==> src/rtl/trans.sv <==
// UART transmitter: serialises one word per request onto the TX line.
// Shares tick, frame-size, parity and stop encodings with the receiver.
module trans #(
  parameter int SIZE_DATA     = 9,
  parameter int OVER_SAMPLING = 16
) (
  input  logic                 i_clk,
  input  logic                 i_rst_n,
  input  logic                 i_stick,
  input  logic                 i_tx_en,
  input  logic                 i_start,
  input  logic [SIZE_DATA-1:0] i_data,
  input  logic [2:0]           i_size_frame,
  input  logic [1:0]           i_parity_bit,
  input  logic                 i_stop_bit,
  output logic                 o_tx,
  output logic                 o_ready,
  output logic                 o_busy,
  output logic                 o_done_tx
);

  localparam int CW = $clog2(OVER_SAMPLING);
  localparam int IW = $clog2(SIZE_DATA + 1);

  localparam logic [2:0] IDLE   = 3'd0;
  localparam logic [2:0] START  = 3'd1;
  localparam logic [2:0] DATA   = 3'd2;
  localparam logic [2:0] PARITY = 3'd3;
  localparam logic [2:0] STOP_1 = 3'd4;
  localparam logic [2:0] STOP_2 = 3'd5;
  localparam logic [2:0] DONE   = 3'd6;

  logic [2:0]           state;
  logic [2:0]           nxt;
  logic [CW-1:0]        cnt;
  logic [IW-1:0]        idx;
  logic [IW-1:0]        last;
  logic [IW-1:0]        last_in;
  logic [SIZE_DATA-1:0] shreg;
  logic [SIZE_DATA-1:0] mask;
  logic                 par_en;
  logic                 par_val;
  logic                 stop2;
  logic                 tx;
  logic                 tx_nxt;
  logic                 tick_end;
  logic                 accept;

  assign tick_end = i_stick && (cnt == CW'(OVER_SAMPLING - 1));
  assign accept   = (state == IDLE) && i_start && i_tx_en;

  // last_in holds the index of the final payload bit (N-1)
  always_comb begin
    last_in = IW'(7);
    unique case (i_size_frame)
      3'b000:  last_in = IW'(4);
      3'b001:  last_in = IW'(5);
      3'b010:  last_in = IW'(6);
      3'b011:  last_in = IW'(7);
      3'b100:  last_in = IW'(8);
      default: last_in = IW'(7);
    endcase
  end

  always_comb begin
    mask = '0;
    for (int i = 0; i < SIZE_DATA; i++)
      mask[i] = (i <= int'(last_in));
  end

  always_comb begin
    nxt = state;
    unique case (state)
      IDLE:    if (accept) nxt = START;
      START:   if (tick_end) nxt = DATA;
      DATA:
        if (tick_end && idx == last)
          nxt = par_en ? PARITY : STOP_1;
      PARITY:  if (tick_end) nxt = STOP_1;
      STOP_1:
        if (tick_end)
          nxt = stop2 ? STOP_2 : DONE;
      STOP_2:  if (tick_end) nxt = DONE;
      DONE:    nxt = IDLE;
      default: nxt = IDLE;
    endcase
  end

  always_comb begin
    tx_nxt = 1'b1;
    unique case (state)
      START:   tx_nxt = 1'b0;
      DATA:    tx_nxt = shreg[0];
      PARITY:  tx_nxt = par_val;
      default: tx_nxt = 1'b1;
    endcase
  end

  always_ff @(posedge i_clk or negedge i_rst_n) begin
    if (!i_rst_n) begin
      state   <= IDLE;
      tx      <= 1'b1;
      cnt     <= '0;
      idx     <= '0;
      last    <= '0;
      shreg   <= '0;
      par_en  <= 1'b0;
      par_val <= 1'b0;
      stop2   <= 1'b0;
    end else begin
      state <= nxt;
      tx    <= tx_nxt;
      // parity is folded in at acceptance; odd mode inverts the XOR
      if (accept) begin
        shreg   <= i_data;
        last    <= last_in;
        par_en  <= ^i_parity_bit;
        par_val <= (^(i_data & mask)) ^ i_parity_bit[0];
        stop2   <= i_stop_bit;
      end
      if (state == IDLE || state == DONE) begin
        cnt <= '0;
        idx <= '0;
      end else if (i_stick) begin
        cnt <= tick_end ? '0 : cnt + CW'(1);
        if (state == DATA && tick_end) begin
          idx   <= idx + IW'(1);
          shreg <= shreg >> 1;
        end
      end
    end
  end

  assign o_tx      = tx;
  assign o_ready   = (state == IDLE);
  assign o_busy    = (state != IDLE);
  assign o_done_tx = (state == DONE);

endmodule

==> config.mk <==
export PLATFORM = sky130hd
export DESIGN_NAME = trans
export DESIGN_NICKNAME = d
export VERILOG_FILES = /design/src/rtl/trans.sv
export SDC_FILE = /design/constraint.sdc
export NUM_CORES = 1
export LEC_CHECK = 0
export ABC_AREA = 1
export ABC_CLOCK_PERIOD_IN_PS = 2200
export BUFFER_PORTS_ARGS = -buffer_cell sky130_fd_sc_hd__buf_2
export CAP_MARGIN = 20
export CORE_ASPECT_RATIO = 1.75
export CORE_MARGIN = 2
export CORE_UTILIZATION = 50
export CTS_CLUSTER_DIAMETER = 80
export CTS_CLUSTER_SIZE = 40
export DETAILED_ROUTE_END_ITERATION = 8
export PLACE_DENSITY = 0.76
export SYNTH_ARGS = -nofsm -noshare
export SYNTH_HDL_FRONTEND = slang
export SYNTH_SLANG_ARGS = --single-unit
==> constraint.sdc <==
create_clock -name i_clk -period 2.2 [get_ports i_clk]
set_clock_uncertainty 0.05 [all_clocks]
set_input_delay 0.44 -clock i_clk [delete_from_list [all_inputs] [get_ports i_clk]]
set_output_delay 0.44 -clock i_clk [all_outputs]
set_load 0.02 [all_outputs]
==> key figures, run 1 <==
Run status
  – Status: completed

Placement
  – Post-DP HPWL: 2400 um
  – Area post-placement: 1790 um^2
  – Final Wtd Congestion: 0.816
  – PortBufs: 23

Floorplanning
  – Std-Cell Rows: 27
  – Die W: 47.4 um
  – Initial core utilization: 0.524
  – Die area: 3790 um^2
  – Die H: 79.9 um
  – Core area: 3140 um^2
  – I/O Pins: 24

Cells and area
  – Nets@finish: 253
  – Share of post-route cells with drive strength above 1: 0.209
  – Area delta synth->final: 11.7%
  – Multi-input logic area: 761 um^2
  – Design area: 1840 um^2
  – Reg area: 702 um^2
  – # diodes: 0
  – Layout fillers: 300

STA
  – Max transition margin: 0.606
  – Final Max Slew Viols: 0
  – Unrepaired setup endpoints after global routing: no
  – Final Setup Violations: 0
  – F_max: 552 MHz
  – Setup TNS: 0 ns
  – Final Hold Fails: 0
  – Least-Margin Pin Slew: 0.590 ns
  – Final Critical Period: 1.81 ns
  – Final period util: 0.823

Pwr
  – Comb pwr share: 0.428
  – Power per cell area: 1080 nW/um^2
  – Psw: 799 uW
  – P_int: 1190 uW
  – Sw Ratio: 0.402
  – Leak: 0.000973 uW
  – Peak supply drop: 0.566 mV
  – Register share of total power: 0.416
  – Clk pwr share: 0.156
  – Total power: 1990 uW

Setup path
  – Worst Setup Start Kind: flop
  – Flop2flop setup slack: 0.39 ns
  – Crit. End Element: flop
  – Max stage delay on crit path: 0.42 ns
  – WS Path Type: flop to flop
  – WP data required: 2.32 ns
  – Worst-path cell chain: ha_1 > and3_1 > nand2_1 > inv_2 > nand2_2 > nor2_1 > xor2_1 > inv_1 > nor2_2
  – Critical Path AT: 1.93 ns
  – Crit-path max FO: 21
  – Crit-path slowest cell: dfrtp_1

Synth
  – Area leader, netlist: dfrtp_1
  – Avg Cell Area, Syn: 8.00 um^2
  – Async SR Flop Fraction: 1.00
  – Cell variety after synth: 32
  – Synth top area cells: dfrtp_1 (41%), nand2_1 (10%), inv_1 (7.5%)
  – Top_reg_cell synth: dfrtp_1
  – Sequential share of the synthesized area: 0.426
  – Number of synthesized flops with an enable pin: 0
  – Syn_nets: 228
  – Share of the synthesized area in the top cell type: 0.410
  – Syn. warnings: 0
  – Post-Syn Instances: 206
  – Post-Syn Area: 1650 um^2
  – Yosys reg bits: 28

Detailed routing
  – # DRC: 0
  – Via Count: 1,387
  – Initial drt markers: 23
  – Vias per cell: 5.08
  – Pre-antenna DRT Iters: 4
  – Routed WL per cell: 11.1 um
  – Routed Antenna Nets: 0
  – Drt total wl: 3030 um

Clocking
  – Root Buffer Master: clkbuf_8
  – Clk_lat worst skew: 0.27 ns
  – Setup bufs post-CTS: 0
  – Post-CTS Resized: 0
  – Worst-path clk slew: 0.09 ns
  – CTS sink count: 28
  – H-tree Lvls: 1
  – CTS Buffer Depth: 2
  – CTS Buf Count: 3
  – Post-CTS Hold Buffers: 0
  – CTS tree: built

Global routing
  – Initial antenna violation count: 0
  – GR Util All Layers: 0.191
  – Global route overflow: 0
  – First-pass GRT wire length: 5300 um
  – Vias in the first global route: 1,282
  – Largest net degree at the start of global routing: 29

Job
  – Max_cap viols: 0

Worst hold path
  – Path type of the worst min-delay path: input port to asynchronous set/reset pin
[per-layer routing]
layer,share of wire,track usage,vias to the layer above
li1,-,-,719
met4,0.015,0.0694,0
met5,0,0,-
met3,0.024,0.0204,4
met2,0.52,0.328,22
met1,0.44,0.232,642
[Yosys cell counts, types with 2 or more instances]
cell type	instances
inv_1	33
nand3_1	19
inv_2	6
ha_1	2
a21oi_1	5
o21ai_0	6
o211ai_1	8
nand2_2	4
xnor2_1	4
nand4_1	2
nand2_1	44
dfrtp_1	27
buf_6	3
nor2_4	2
o21ai_1	14
xor2_1	3
nor2_1	9
[power groups by stage]
stage | combinational [uW] | clock [uW] | sequential (uW)
2_1_floorplan | 670 | 0 | 826
3_3_place_gp | 849 | 0 | 833
3_5_place_dp | 859 | 0 | 839
4_1_cts | 863 | 315 | 828
5_1_grt | 978 | 331 | 853
6_report | 852 | 311 | 828
[metrics by stage]
step / cells / setup slack (ns) / utilization / hold WS [ns]
6_report: 273 / 0.389 / 0.586 / 0.107
2_1_floorplan: 206 / 0.727 / - / 0.0944
3_3_place_gp: 269 / 0.429 / 0.568 / 0.415
3_5_place_dp: 269 / 0.393 / 0.568 / 0.431
5_1_grt: 273 / 0.273 / 0.586 / 0.162
4_1_cts: 273 / 0.372 / 0.586 / 0.140
[sequential cells by signal, summed over array words and instances, names as in the netlist]
register	flops
cnt	4
idx	4
last	4
o_tx	1
par_en	1
par_val	1
shreg	9
state	3
stop2	1
[final cells by class]
class	instances	share of cell area
clock buffers	4	0.0299
inverters	39	0.0795
multi-input cells	135	0.413
flip-flops and latches	28	0.381
well taps	43	0.0292
repair buffers	24	0.0666
[kinds of logic (layout without fill, tap and decap cells)]
group           Yosys count  in the layout  synth area share
flops                    28             28             0.426
compound gates           40             40             0.154
simple gates             86             86             0.255
buf+inv                  43             67             0.112
xor+xnor                  7              7            0.0372
fa+ha+maj                 2              2            0.0152
[worst max-delay path: cells and delay by family, from the launching register on]
| kind | cells | cell delay (ns) |
|---|---|---|
| and+or+nand+nor | 5 | 0.73 |
| DFF | 1 | 0.42 |
| adders and majority gates | 1 | 0.22 |
| xor gates and xnor gates | 1 | 0.15 |
| buffers and inverters | 2 | 0.14 |
[worst paths after layout]
path	startpoint	end	cells after the start
max	cnt[0]$_DFFE_PN0P_	idx[3]$_DFFE_PN0P_	9
min	i_rst_n	shreg[2]$_DFF_PN0_	1
max reg2reg	cnt[0]$_DFFE_PN0P_	idx[3]$_DFFE_PN0P_	9
min reg2reg	par_val$_DFFE_PN0P_	par_val$_DFFE_PN0P_	2
max in group asynchronous	i_rst_n	last[2]$_DFFE_PN0P_	1
min in group i_clk	i_stop_bit	stop2$_DFFE_PN0P_	3
[cell usage in the layout (no fill, tap or decap), types with 5 or more instances in the layout]
cell      instances
inv_1            33
a21oi_1           5
inv_2             6
dfrtp_1          27
o211ai_1          8
nand3_1          19
nor2_1            9
o21ai_0           6
o21ai_1          14
buf_2            23
nand2_1          44
Note: power is estimated with default switching activity, not from simulation.
==> inputs of run 2 (changes only) <==
Settings changed: ABC_AREA 1 to 0, ABC_CLOCK_PERIOD_IN_PS 2200 to 1700, PLACE_DENSITY 0.76 to 0.77.
Clock period 2.2 ns to 1.7 ns, I/O delays scaled along.
==> run 2 against run 1 <==
Effect of this change: total power up 38%; synthesized cell count decreased by 22%; critical path depth shrank 5; routed wire length increased by 5.4%; core utilization up 4.8 points; count of clock-buffer cells in the layout stayed put; die area decreased by 6.2%; setup slack worse by 0.33 ns; worst hold slack worse by 0.097 ns; sequential power rose by 34%; global-route usage increased by 2.3 points; critical endpoint is now o_busy; largest cell class unchanged; largest power group unchanged.
==> key figures, run 2 <==
STA
  – Final hold slack: 0.0101 ns (-0.0972 ns)
  – Setup TNS: 0 ns (unchanged)
  – Final Hold Fails: 0 (unchanged)
  – Setup WS post-layout: 0.0635 ns (-0.326 ns)
  – Final Max Slew Viols: 0 (unchanged)
  – Unrepaired setup endpoints after global routing: yes
  – Final Critical Period: 1.64 ns
  – Least-Margin Pin Slew: 0.610 ns (+0.0198 ns)
  – F_max: 611 MHz
  – Final period util: 0.963
  – Final Setup Violations: 0 (unchanged)
  – Max transition margin: 0.593 (-0.0132)

Floorplanning
  – Std-Cell Rows: 26 (-3.7%)
  – Initial core utilization: 0.526 (+0.00115)
  – Die area: 3560 um^2 (-6.2%)
  – I/O Pins: 24 (unchanged)
  – Die W: 45.9 um (-3.1%)
  – Die H: 77.4 um (-3.2%)
  – Core area: 2930 um^2 (-6.8%)

Synth
  – Post-Syn Instances: 161 (-22%)
  – Share of the synthesized area in the top cell type: 0.439 (+0.0290)
  – Syn_nets: 183 (-20%)
  – Sequential share of the synthesized area: 0.456 (+0.0301)
  – Async SR Flop Fraction: 1.00 (unchanged)
  – Cell variety after synth: 48 (+50%)
  – Post-synth top cells: nand2_1 (30), dfrtp_1 (27), nor2_1 (17), xor2_1 (10), a31oi_1 (8)
  – Synth top area cells: dfrtp_1 (44%), nand2_1 (7.3%), xor2_1 (5.7%)
  – Number of synthesized flops with an enable pin: 0 (unchanged)
  – Yosys reg bits: 28 (unchanged)
  – Post-Syn Area: 1540 um^2 (-6.6%)
  – Avg Cell Area, Syn: 9.56 um^2 (+19%)
  – Most frequent cell after synthesis: nand2_1
  – Area leader, netlist: dfrtp_1
  – Syn. warnings: 0 (unchanged)
  – Top_reg_cell synth: dfrtp_1

Clocking
  – CTS sink count: 28 (unchanged)
  – Root Buffer Master: clkbuf_8
  – CTS tree: built
  – Clk_lat worst skew: 0.28 ns (about the same)
  – H-tree Lvls: 1 (unchanged)
  – Worst-path clk slew: 0.10 ns (about the same)
  – CTS Buf Count: 3 (unchanged)
  – CTS Buffer Depth: 2 (unchanged)

Cells and area
  – Fin util: 0.634 (+0.0479)
  – Nets@finish: 221 (-13%)
  – Multi-input logic area: 786 um^2 (+3.3%)
  – Reg area: 706 um^2 (+0.53%)
  – Area delta synth->final: 20.6%
  – Largest Register: shreg
  – Largest register FFs: 9 (unchanged)
  – # diodes: 0 (unchanged)
  – Commonest cells after routing, fill and taps aside: nand2_1 (30), dfrtp_1 (24), buf_2 (23)
  – Commonest non-fill, non-tap cell in the layout: nand2_1
  – Layout fillers: 242 (-19%)
  – Share of post-route cells with drive strength above 1: 0.293 (+0.0842)

Worst hold path
  – Path type of the worst min-delay path: input port to asynchronous set/reset pin

Placement
  – PortBufs: 23 (unchanged)
  – Dpl ws: 0.0745 ns (-0.318 ns)
  – Post-DP HPWL: 2560 um (+6.5%)
  – Final Wtd Congestion: 0.773 (-5.4%)

Setup path
  – CP bufs+invs: 3 (+1)
  – WS Path Type: flop to primary output
  – Critical Path AT: 1.25 ns (-0.68 ns)
  – Crit-path max FO: 4 (-81%)
  – Largest delay contributor family on the critical path: flip-flops
  – Worst Setup Start Kind: flop
  – Crit-path slowest cell: dfrtp_2
  – Crit. End Element: primary output
  – Max stage delay on crit path: 0.45 ns (+0.03 ns)
  – WP data required: 1.31 ns (-1.01 ns)
  – Worst-path cell chain: nor3_4 > buf_4 > inv_1 > buf_2

Detailed routing
  – Initial drt markers: 34 (+48%)
  – Drt total wl: 3190 um (+5.4%)
  – Vias per cell: 5.77 (+13%)
  – Pre-antenna DRT Iters: 4 (unchanged)
  – Max Used Layer: met4
  – Routed WL per cell: 14.1 um (+27%)
  – # DRC: 0 (unchanged)
  – Via Count: 1,303 (-6.1%)
  – Met3 routed WL: 77 um (+6.9%)
  – DR WL met2: 1830 um (+15%)
  – M1 wire length: 1220 um (-7.6%)
  – Routed Antenna Nets: 0 (unchanged)

Global routing
  – Global route overflow: 0 (unchanged)
  – Vias in the first global route: 1,341 (+4.6%)
  – Initial antenna violation count: 0 (unchanged)
  – First-pass GRT wire length: 5680 um (+7.2%)
  – Largest net degree at the start of global routing: 29 (unchanged)
  – GR Util All Layers: 0.214 (+0.0232)

Run status
  – Status: completed

Pwr
  – Clk pwr share: 0.151 (-0.005)
  – Power per cell area: 1480 nW/um^2 (+37%)
  – P_int: 1740 uW (+46%)
  – Peak supply drop: 0.897 mV (+59%)
  – Psw: 1000 uW (+26%)
  – Leak: 0.000910 uW (-6.5%)
  – Sw Ratio: 0.366 (-0.0350)
  – Register share of total power: 0.407 (-0.009)
  – Total power: 2740 uW (+38%)
  – Comb pwr share: 0.442 (+0.014)

Job
  – Max_cap viols: 0 (unchanged)
==> run 2: cell count changes after synthesis, sizes merged, moves of 4 or more <==
cell,change
inv,-36
nand3,-15
buf,+4
o211ai,-6
nand2,-19
xor2,+7
a31oi,+7
nor2,+6
o21ai,-13
==> run 2: path summary, 6_finish.rpt <==
path	start	end	slack, ns	depth (start not counted)
max	state[0]$_DFFE_PN0P_	o_busy	0.06	4
min	i_rst_n	state[2]$_DFFE_PN0P_	0.01	1
max reg2reg	last[1]$_DFFE_PN0P_	state[0]$_DFFE_PN0P_	0.07	5
min reg2reg	last[3]$_DFFE_PN0P_	last[3]$_DFFE_PN0P_	0.47	2
max in group asynchronous	i_rst_n	state[0]$_DFFE_PN0P_	1.15	1
min in group i_clk	i_stop_bit	stop2$_DFFE_PN0P_	0.20	3
==> run 2: repair_timing <==
action,in CTS,in global routing
setup endpoints to repair,2,3
hold buffers,0,0
resized for setup,1,3
buffers inserted,1,1
pin swaps,1,1
==> run 2: area by class of cell <==
cell class,count,area share
Tap cell,28,0.0189
Sequential cell,28,0.380
Clock buffer,4,0.0297
Inverter,3,0.00607
Multi-Input combinational cell,122,0.423
Timing Repair Buffer,41,0.142
==> run 2: cell families (layout without fill, tap and decap cells) <==
logic type                 after synthesis  in the layout  share of synthesized area
AOI/OAI and AO/OA                       34             34                      0.148
and+or+nand+nor                         68             68                      0.216
muxes                                    4              4                     0.0301
DFF                                     28             28                      0.456
buffers and inverters                   11             48                     0.0358
xor gates and xnor gates                14             14                     0.0976
adders and majority gates                2              2                     0.0163
==> run 2: per-layer routing <==
metal,up-vias,GRT usage
met5,-,0
met4,0,0.0857
met3,5,0.0140
met2,23,0.386
met1,638,0.243
li1,637,-
==> run 2: worst register-to-register path: stages, from the launching register on <==
cell and delay [ns]:
dfrtp_1 0.41, xor2_1 0.16, o41ai_1 0.38, buf_4 0.18, o21ai_2 0.06, mux2_4 0.29
==> run 2: stage by stage <==
step,cells,area [um^2]
finish,226,1860
global route,226,1860
CTS,225,1840
detailed placement,220,1780
global placement,220,1780
floorplan,161,1540
==> run 2: power groups by stage <==
stage | clock (uW) | combinational (uW) | sequential (uW)
global placement | 0 | 1130 | 1110
global route | 446 | 1370 | 1150
detailed placement | 0 | 1170 | 1130
finish | 413 | 1210 | 1110
CTS | 424 | 1200 | 1120
floorplan | 0 | 782 | 1090
